===== config.mk =====
export PLATFORM = sky130hd
export DESIGN_NAME = nxn_game_controller
export DESIGN_NICKNAME = d
export VERILOG_FILES = /design/src/rtl/game_pkg.sv /design/src/rtl/nxn_win_check.sv /design/src/rtl/nxn_game_controller.sv
export SDC_FILE = /design/constraint.sdc
export NUM_CORES = 1
export LEC_CHECK = 0
export BUFFER_PORTS_ARGS = -buffer_cell sky130_fd_sc_hd__buf_2
export CAP_MARGIN = 0
export CELL_PAD_IN_SITES_DETAIL_PLACEMENT = 1
export CELL_PAD_IN_SITES_GLOBAL_PLACEMENT = 1
export CORE_ASPECT_RATIO = 0.75
export CORE_MARGIN = 5
export CORE_UTILIZATION = 44
export DETAILED_ROUTE_END_ITERATION = 8
export GPL_ROUTABILITY_DRIVEN = 0
export PLACE_DENSITY = 0.94
export SYNTH_ARGS = -nofsm -noshare
export SYNTH_HDL_FRONTEND = slang
export SYNTH_SLANG_ARGS = --single-unit

===== constraint.sdc =====
create_clock -name ph1 -period 4.5 [get_ports ph1]
set_input_delay 0.9 -clock ph1 [delete_from_list [all_inputs] [get_ports ph1]]
set_output_delay 0.9 -clock ph1 [all_outputs]
set_load 0.01 [all_outputs]

===== src/rtl/game_pkg.sv =====
// Shared types and winner codes for the NxN game controller and its line checker.
package game_pkg;

    typedef enum logic [1:0] {
        EMPTY = 2'b00,
        X     = 2'b10,
        O     = 2'b11
    } cellStateType;

    typedef enum logic [2:0] {
        START,
        PLAYER1,
        PLAYER2,
        CHECK,
        END
    } statetype;

    localparam logic [1:0] WIN_NONE = 2'b00;
    localparam logic [1:0] WIN_DRAW = 2'b01;
    localparam logic [1:0] WIN_P1   = 2'b10;
    localparam logic [1:0] WIN_P2   = 2'b11;

    function automatic cellStateType moverSymbol(input logic isPlayer1);
        return isPlayer1 ? X : O;
    endfunction

endpackage


===== src/rtl/nxn_win_check.sv =====
// Combinational N-in-a-row detector: rows, columns and both diagonals of the board
// are matched against one symbol.
module nxn_win_check import game_pkg::*; #(
    parameter int N = 3
) (
    input  logic [2*N*N-1:0] board,
    input  cellStateType     symbol,
    output logic             lineFound
);

    logic [N-1:0] rowHit, colHit, diagMatch, antiMatch;

    for (genvar i = 0; i < N; i++) begin : gLine
        logic [N-1:0] rowMatch, colMatch;
        for (genvar j = 0; j < N; j++) begin : gCell
            assign rowMatch[j] = board[2*(i*N+j) +: 2] == symbol;
            assign colMatch[j] = board[2*(j*N+i) +: 2] == symbol;
        end
        assign rowHit[i]    = &rowMatch;
        assign colHit[i]    = &colMatch;
        assign diagMatch[i] = board[2*(i*N+i) +: 2] == symbol;
        assign antiMatch[i] = board[2*(i*N+N-1-i) +: 2] == symbol;
    end

    // An EMPTY symbol would match a blank board, so it never counts as a line.
    assign lineFound = (symbol != EMPTY) &&
                       ((|rowHit) || (|colHit) || (&diagMatch) || (&antiMatch));

endmodule


===== src/rtl/nxn_game_controller.sv =====
// NxN N-in-a-row game controller: owns the board, validates moves, alternates turns,
// detects win/draw. Optional per-turn timeout under GAME_MOVE_TIMEOUT_EN.
module nxn_game_controller import game_pkg::*; #(
    parameter  int N              = 3,
    parameter  int TIMEOUT_CYCLES = 1024,
    localparam int NN             = N * N,
    localparam int AW             = $clog2(N * N),
    localparam int MCW            = $clog2(N * N + 1)
) (
    input  logic            ph1,
    input  logic            reset,
    input  logic            isPlayer1Start,
    input  logic            newGame,
    input  logic            playerWrite,
    input  logic [AW-1:0]   playerInput,
    output logic [2*NN-1:0] gBoard,
    output logic            currentPlayer,
    output logic            moveAccept,
    output logic            moveError,
    output logic [MCW-1:0]  moveCount,
    output logic            gameIsDone,
    output logic [1:0]      winner
);

    statetype        state, stateNext;
    logic [2*NN-1:0] boardNext;
    logic [MCW-1:0]  moveCountNext;
    logic [1:0]      winnerNext;
    logic            doneNext, acceptNext, errorNext, playerNext;
    logic            lineFound, timeUp, legalMove, inTurn;
    logic [1:0]      selCell;
    cellStateType    checkSym, writeSym;

    assign inTurn   = (state == PLAYER1) || (state == PLAYER2);
    assign checkSym = moverSymbol(currentPlayer);
    assign writeSym = moverSymbol(state == PLAYER1);

    nxn_win_check #(.N(N)) uWinCheck (
        .board     (gBoard),
        .symbol    (checkSym),
        .lineFound (lineFound)
    );

    // Indices past N*N-1 fall through with selCell EMPTY and are rejected by the range test.
    always_comb begin
        selCell = EMPTY;
        for (int i = 0; i < NN; i++)
            if (int'(playerInput) == i) selCell = gBoard[2*i +: 2];
    end

    assign legalMove = (int'(playerInput) < NN) && (selCell == EMPTY);

`ifdef GAME_MOVE_TIMEOUT_EN
    localparam int TW = $clog2(TIMEOUT_CYCLES + 1);
    logic [TW-1:0] turnCnt;

    // Clears on any entry into a turn state, including a timeout hand-over.
    always_ff @(posedge ph1) begin
        if (reset)
            turnCnt <= '0;
        else if (inTurn && stateNext == state)
            turnCnt <= turnCnt + TW'(1);
        else
            turnCnt <= '0;
    end

    assign timeUp = inTurn && (turnCnt == TW'(TIMEOUT_CYCLES - 1));
`else
    logic unusedTimeoutCfg;
    assign unusedTimeoutCfg = (TIMEOUT_CYCLES != 0);
    assign timeUp           = 1'b0;
`endif

    always_comb begin
        stateNext     = state;
        boardNext     = gBoard;
        moveCountNext = moveCount;
        winnerNext    = winner;
        doneNext      = gameIsDone;
        acceptNext    = 1'b0;
        errorNext     = 1'b0;
        playerNext    = currentPlayer;
        case (state)
            START: begin
                stateNext  = isPlayer1Start ? PLAYER1 : PLAYER2;
                playerNext = isPlayer1Start;
            end
            PLAYER1, PLAYER2: begin
                // A legal move beats a timeout landing on the same cycle.
                if (playerWrite && legalMove) begin
                    for (int i = 0; i < NN; i++)
                        if (int'(playerInput) == i) boardNext[2*i +: 2] = writeSym;
                    moveCountNext = moveCount + MCW'(1);
                    acceptNext    = 1'b1;
                    stateNext     = CHECK;
                end else begin
                    errorNext = playerWrite | timeUp;
                    if (timeUp) begin
                        stateNext  = (state == PLAYER1) ? PLAYER2 : PLAYER1;
                        playerNext = (state == PLAYER2);
                    end
                end
            end
            CHECK: begin
                if (lineFound) begin
                    winnerNext = currentPlayer ? WIN_P1 : WIN_P2;
                    doneNext   = 1'b1;
                    stateNext  = END;
                end else if (moveCount == MCW'(NN)) begin
                    winnerNext = WIN_DRAW;
                    doneNext   = 1'b1;
                    stateNext  = END;
                end else begin
                    stateNext  = currentPlayer ? PLAYER2 : PLAYER1;
                    playerNext = ~currentPlayer;
                end
            end
            END: begin
                if (newGame) begin
                    boardNext     = '0;
                    moveCountNext = '0;
                    winnerNext    = WIN_NONE;
                    doneNext      = 1'b0;
                    stateNext     = START;
                end
            end
            default: stateNext = START;
        endcase
    end

    always_ff @(posedge ph1) begin
        if (reset) begin
            state         <= START;
            gBoard        <= '0;
            moveCount     <= '0;
            winner        <= WIN_NONE;
            gameIsDone    <= 1'b0;
            moveAccept    <= 1'b0;
            moveError     <= 1'b0;
            currentPlayer <= 1'b0;
        end else begin
            state         <= stateNext;
            gBoard        <= boardNext;
            moveCount     <= moveCountNext;
            winner        <= winnerNext;
            gameIsDone    <= doneNext;
            moveAccept    <= acceptNext;
            moveError     <= errorNext;
            currentPlayer <= playerNext;
        end
    end

endmodule


After elaboration in Yosys (flattened, before gate mapping)
Cells that the tools add are included.
- register bits: 31
- logic and storage cells: 140
- output and inout bits: 28
- bits of input ports: 9
- bitwise gates (word level): 2
- multiplexer cells: 45
- equality and inequality tests: 36
- reduce and logical (&&, ||, !) cells: 39
- order comparisons: 1
- add/sub/neg operators: 1
- operators by type and width (cell ; number):
    2-to-1 mux 2 bit ; 23
    2-to-1 mux 18 bit ; 2
    one-hot mux 18 bit (2 select lines) ; 1
    AND reduction 4 bit ; 9
    AND reduction 3 bit ; 11
    inequality test 2 bit, second input constant ; 13
    equality test 4 bit, second input constant ; 6
    equality test 2 bit ; 9
    2-to-1 mux 3 bit ; 4
    one-hot mux 3 bit (4 select lines) ; 1
    OR reduction 3 bit ; 3
    equality test 4 x 3 -> 1 bit, second input constant ; 2
    2-to-1 mux 1 bit ; 8
    2-to-1 mux 4 bit ; 2
    one-hot mux 4 bit (2 select lines) ; 1
    nonzero test 2 bit ; 4
    equality test 3 x 2 -> 1 bit, second input constant ; 2
    adder 4 x 1 -> 4 bit, second input constant ; 1
    equality test 4 x 2 -> 1 bit, second input constant ; 1
    zero test 4 bit ; 1
    < comparator 4 bit, second input constant ; 1
    one-hot mux 1 bit (2 select lines) ; 2
    one-hot mux 2 bit (2 select lines) ; 1
    OR reduction 2 bit ; 2
    other kinds (9) ; 14

Logic depth before layout (Yosys ltp)
- word-level depth: 15
- mapped depth: 9
- depth with buffers taken out: 6

Cells and area by module
Synthesis repeated with hierarchy kept, for this count alone.
- cells, all modules: 239
- area, all modules: 1985.7 µm²
- modules (own cells, without submodules) (module ; sequential area each (µm²) ; area an instance (µm²) ; instances ; cells each):
    nxn_game_controller ; 620.6 ; 1590.3 ; 1 ; 181
    nxn_win_check ; 0.0 ; 395.4 ; 1 ; 58

Worst setup path before layout
No wires, ideal clock.
- path type: in2reg
- start: input playerInput[1]
- end: register gBoard[0]
- buffers on the path: 3
- cell stages on the path: 9
- arrival time: 2490 ps
- setup slack: 1867 ps
- setup time: 143 ps
- required time: 4357 ps
- cells stage by stage: buf_4 -> or4b_1 -> o311a_1 -> a211oi_2 -> or3_1 -> buf_6 -> and3_1 -> buf_6 -> a211oi_2
- longest elaborated chain between the ends: 15
- elaborated cells between the ends (all ways): 25
- those cells by class: order compare (1); eq/ne (10); mux (9); reduce/logical (5)
- ends and longest elaborated chain (what ; RTL line ; RTL):
    start, declared ; nxn_game_controller.sv:15 ; input logic [AW-1:0] playerInput,
    zero test 4 bit ; nxn_game_controller.sv:48, nxn_game_controller.sv:92 ;
    2-to-1 mux 2 bit (9 in series) ; nxn_game_controller.sv:48 ; if (int'(playerInput) == i) selCell = gBoard[2*i +: 2];
    zero test 2 bit ; nxn_game_controller.sv:51 ; assign legalMove = (int'(playerInput) < NN) && (selCell == EMPTY);
    logical AND 1 bit ; nxn_game_controller.sv:51 ;
    logical AND 1 bit ; nxn_game_controller.sv:90 ; if (playerWrite && legalMove) begin
    inequality test 2 bit (no source line) ; n/a ;
    AND reduction 4 bit (no source line) * ; n/a ;
    end signal, assigned ; nxn_game_controller.sv:143 ; gBoard <= boardNext;
    end, declared ; nxn_game_controller.sv:16 ; output logic [2*NN-1:0] gBoard,
Every way passes the cells marked *; elsewhere a longest branch is shown, timed or not.
A chain may end at the register's enable or synchronous reset.

Worst setup path after layout
- start: input playerInput[0]
- end: register gBoard[2]
- longest elaborated chain between the ends: 15
- elaborated cells between the ends (all ways): 25
- those cells by class: order compare (1); eq/ne (10); mux (9); reduce/logical (5)
- ends and longest elaborated chain (what ; RTL line):
    zero test 4 bit ; nxn_game_controller.sv:48
    2-to-1 mux 2 bit (9 in series) ; nxn_game_controller.sv:48
    zero test 2 bit ; nxn_game_controller.sv:51
    logical AND 1 bit ; nxn_game_controller.sv:51
    logical AND 1 bit ; nxn_game_controller.sv:90
    inequality test 2 bit (no source line) ; n/a
    AND reduction 4 bit (no source line) * ; n/a
Marked as above.

==> summary.md <==
| Metric | Value |
|---|---|
| Biggest area contributors in the synthesized netlist | `dfxtp_1, a211oi_2, a31oi_1` |
| Remaining global-route overflow | `0` |
| Placed wire-length estimate | `between 4000 and 5000 um` |
| R2r setup slk | `approximately 1.8 ns` |
| Area growth from synthesis to layout | `14.1%` |
| Die boundary height | `about 67 um` |
| Max-capacitance violation count | `0` |
| Top cell type's share of synthesized area | `between 30 and 40%` |
| Clock Latency Late Sink | `about 0.29 ns` |
| Worst ir drop on vdd | `around 0.26 mV` |
| Endpoint of the worst-slack reg-to-reg timing path | `gBoard[2]` |
| Delay contributed by the slowest stage of the critical path | `~0.55 ns` |
| Period utilization | `about two thirds` |
| Global-route wire length before repair | `about 10000 um` |
| Min-Delay Startpoint | `gameIsDone` |
| Flip-flop and latch count after synthesis | `31` |
| Number of antenna violations at the first check in global routing | `0` |
| Nets@finish | `264` |
| Final hold vios | `0` |
| Cts hold-fix bufs | `0` |
| Critical Path Slowest Stage Cell | `and3_1` |
| Pwr dens | `about 480 nW/um2` |
| TritonCTS sink count | `31` |
| Top_reg_cell synth | `dfxtp_1` |
| Post-synthesis cell type with the largest combined area | `dfxtp_1` |
| Unrepaired setup endpoints after global routing | `no` |
| Number of global-route vias before repair | `around 2000` |
| Setup Buffers After CTS | `0` |
| Kind of critical path | `primary input to flip-flop` |
| Routed WL per cell | `approximately 20 um` |
| Async S/R FF share, synth | `0%` |
| Final setup TNS | `0 ns` |
| Detail Route Antenna Nets | `0` |
| Final Max Tran Viols | `0` |
| Total wirelength of the detailed-routed design | `slightly above 6000 um` |
| Net count after synthesis | `236` |
| Initial DRC Count | `between 150 and 200` |
| Netlist area before placement | `1910 um2` |
| Total clock buffers created by CTS | `5` |
| Worst slew pin tran | `between 0.9 and 1 ns` |
| Element type at the critical path end | `flip-flop` |
| Layout Skew | `around 0.0054 ns` |
| Antenna fix cells | `0` |
| Run status | `finished, final reports clean` |
| Drt via density | `roughly 6.4` |
| Most frequent cells after synthesis | `dfxtp_1, a31oi_1, nand2_1, a21oi_1` |
| Top cell family by delay on the critical path | `simple AND/OR/NAND/NOR gates` |
| Post-detailed-route DRC marker count | `0` |
| Die outline area | `slightly below 6000 um2` |
| Worst setup SP type | `primary input` |
| Starting utilization of the core area | `46.2%` |
| Post-CTS clock slew at the launch and capture registers of the worst setup and hold paths | `around 0.070 ns` |
| CP bufs+invs | `2` |
| Critical path required time | `around 4.7 ns` |
| Synth cell types | `49` |
| Share of layout cells above drive strength 1 | `a little under a quarter` |
| CTS-repair resized insts | `0` |
| Count of standard-cell rows | `20` |
| Endpoint arrival time on the critical path | `3.16 ns` |
| GRT Overall Usage | `22.6%` |
| Horizontal die dimension | `between 80 and 90 um` |
| Worst slack at placement | `1.25 ns` |
| Crit Path Max Fanout | `23` |
| Cell with the most instances after synthesis | `dfxtp_1` |
| Sink of the worst hold path | `gameIsDone` |
| Clock tree from TritonCTS | `done` |
| Final standard cell utilization of the core | `a little over half` |
| Number of cells on the worst reg-to-reg path | `7` |
| Number of cells on the critical path | `8` |
| Post-synthesis sequential area ratio | `between 30 and 40%` |
| Number of flops mapped to enable cells by yosys | `0` |
| Maximum clock frequency | `approximately 330 MHz` |
| Path class of the lowest-slack min-delay path | `flip-flop to flip-flop` |
| FF-to-FF Start | `gBoard[4]` |
| Count of H-tree levels built during CTS | `2` |
| Count of warnings emitted by yosys | `0` |
| Min Hold Slack | `about 0.47 ns` |
| Max clock buf depth | `2` |
| Cell Chain, Critical Path | `buf_2, or4b_1, o311a_1, a211oi_2, or3_1, buf_4, and3_1, a211oi_2` |
| IO Count | `37` |
| Count of buffers from port buffering | `36` |
| Clock period minus final worst setup slack | `3.00 ns` |
| Count of mapped cells out of synthesis | `between 200 and 250` |
| Count of cells along the worst hold path | `2` |
| Leakage | `roughly 0.00086 uW` |
| Most frequent cell on the critical path | `a211oi_2` |
| Worst slew margin relative to its limit | `about two fifths` |
| TritonRoute pass-1 iters | `4` |
| Post-Synthesis Mean Instance Area | `about 8.5 um2` |
| Total via count after detailed routing | `slightly below 2000` |
| CTS Root Buffer Type | `clkbuf_8` |
| Maximum number of pins on one net before global-route repair | `24` |
| Floorplan Core Area | `a little over 4000 um2` |
| Post-route worst setup slack | `between 1 and 1.5 ns` |
| Final setup fails | `0` |
area by class of cell:
type | instances | area, um2
fill | 531 | 1960
timing repair buffer | 37 | 188
clock inverter | 2 | 35.0
sequential | 31 | 621
clock buffer | 6 | 82.6
tap | 55 | 68.8
multi-input combinational | 172 | 1160
inverter | 6 | 22.5
state kept, by name, indices dropped and copies added, names as in the netlist:
| signal | cells |
|---|---|
| gBoard | 18 |
| moveCount | 4 |
| state | 3 |
| winner | 2 |
| currentPlayer | 1 |
| gameIsDone | 1 |
| moveAccept | 1 |
| moveError | 1 |
cells by family (layout without fill, tap and decap cells):
group,after synthesis,after routing,share of synthesized area [%]
buf+inv,22,51,6.76
xor+xnor,5,5,2.30
simple gates,84,84,25.5
compound gates,80,80,31.1
mux,1,1,0.525
flops,31,31,32.6
fa+ha+maj,2,2,1.31
placed cells by master (no fill, tap or decap), types with 3 or more instances in the layout:
master,count
nor2_1,7
and3_1,4
nand2_1,18
o211ai_1,4
nand3_1,7
a211oi_2,10
xor2_1,3
inv_1,6
dfxtp_1,31
o21ai_0,10
a211oi_1,4
nor3b_1,4
a21oi_1,11
clkbuf_8,6
buf_2,36
nor2b_1,10
a31oi_1,20
nand2b_1,7
nor3_1,6
nand3b_1,6
or3b_2,4
o31ai_1,4
where the power goes:
part	internal [uW]	switching (uW)	leakage, uW
registers	306	74.8	0.000251
logic	141	233	0.000548
clock network	179	112	0.0000612
total	626	420	0.000861
through the flow:
step           instance area [um2]  instances  total power [uW]
2_1_floorplan                 1910        225               697
6_report                      2170        309              1050
4_1_cts                       2170        309              1040
3_5_place_dp                  2060        301               747
5_1_grt                       2170        309              1100
3_3_place_gp                  2060        301               726
layer usage:
layer	wire length (um)	global-route usage, %	part of all wire [%]	vias to the layer above
met5	0	0	0	-
met4	91	7.71	1.5	0
met3	443	6.30	7.1	13
met2	2830	36.1	46	69
met1	2840	29.1	46	979
li1	-	-	-	909
worst max path at each step:
| stage | startpoint | slack, ns | to |
|---|---|---|---|
| after global placement | playerInput[0] | 1.39 | gBoard[8] |
| after detailed placement | playerInput[0] | 1.25 | gBoard[8] |
| after global routing | playerInput[0] | 1.37 | gBoard[2] |
| after CTS | playerInput[0] | 1.50 | gBoard[2] |
| after floorplan | playerInput[1] | 1.87 | gBoard[0] |
| final | playerInput[0] | 1.50 | gBoard[2] |
worst min-delay path: stages, from the launching register on:
cell and delay, ns:
dfxtp_1 0.32, nand2_1 0.05, a21oi_1 0.05
Power figures use the tool's default switching activity.
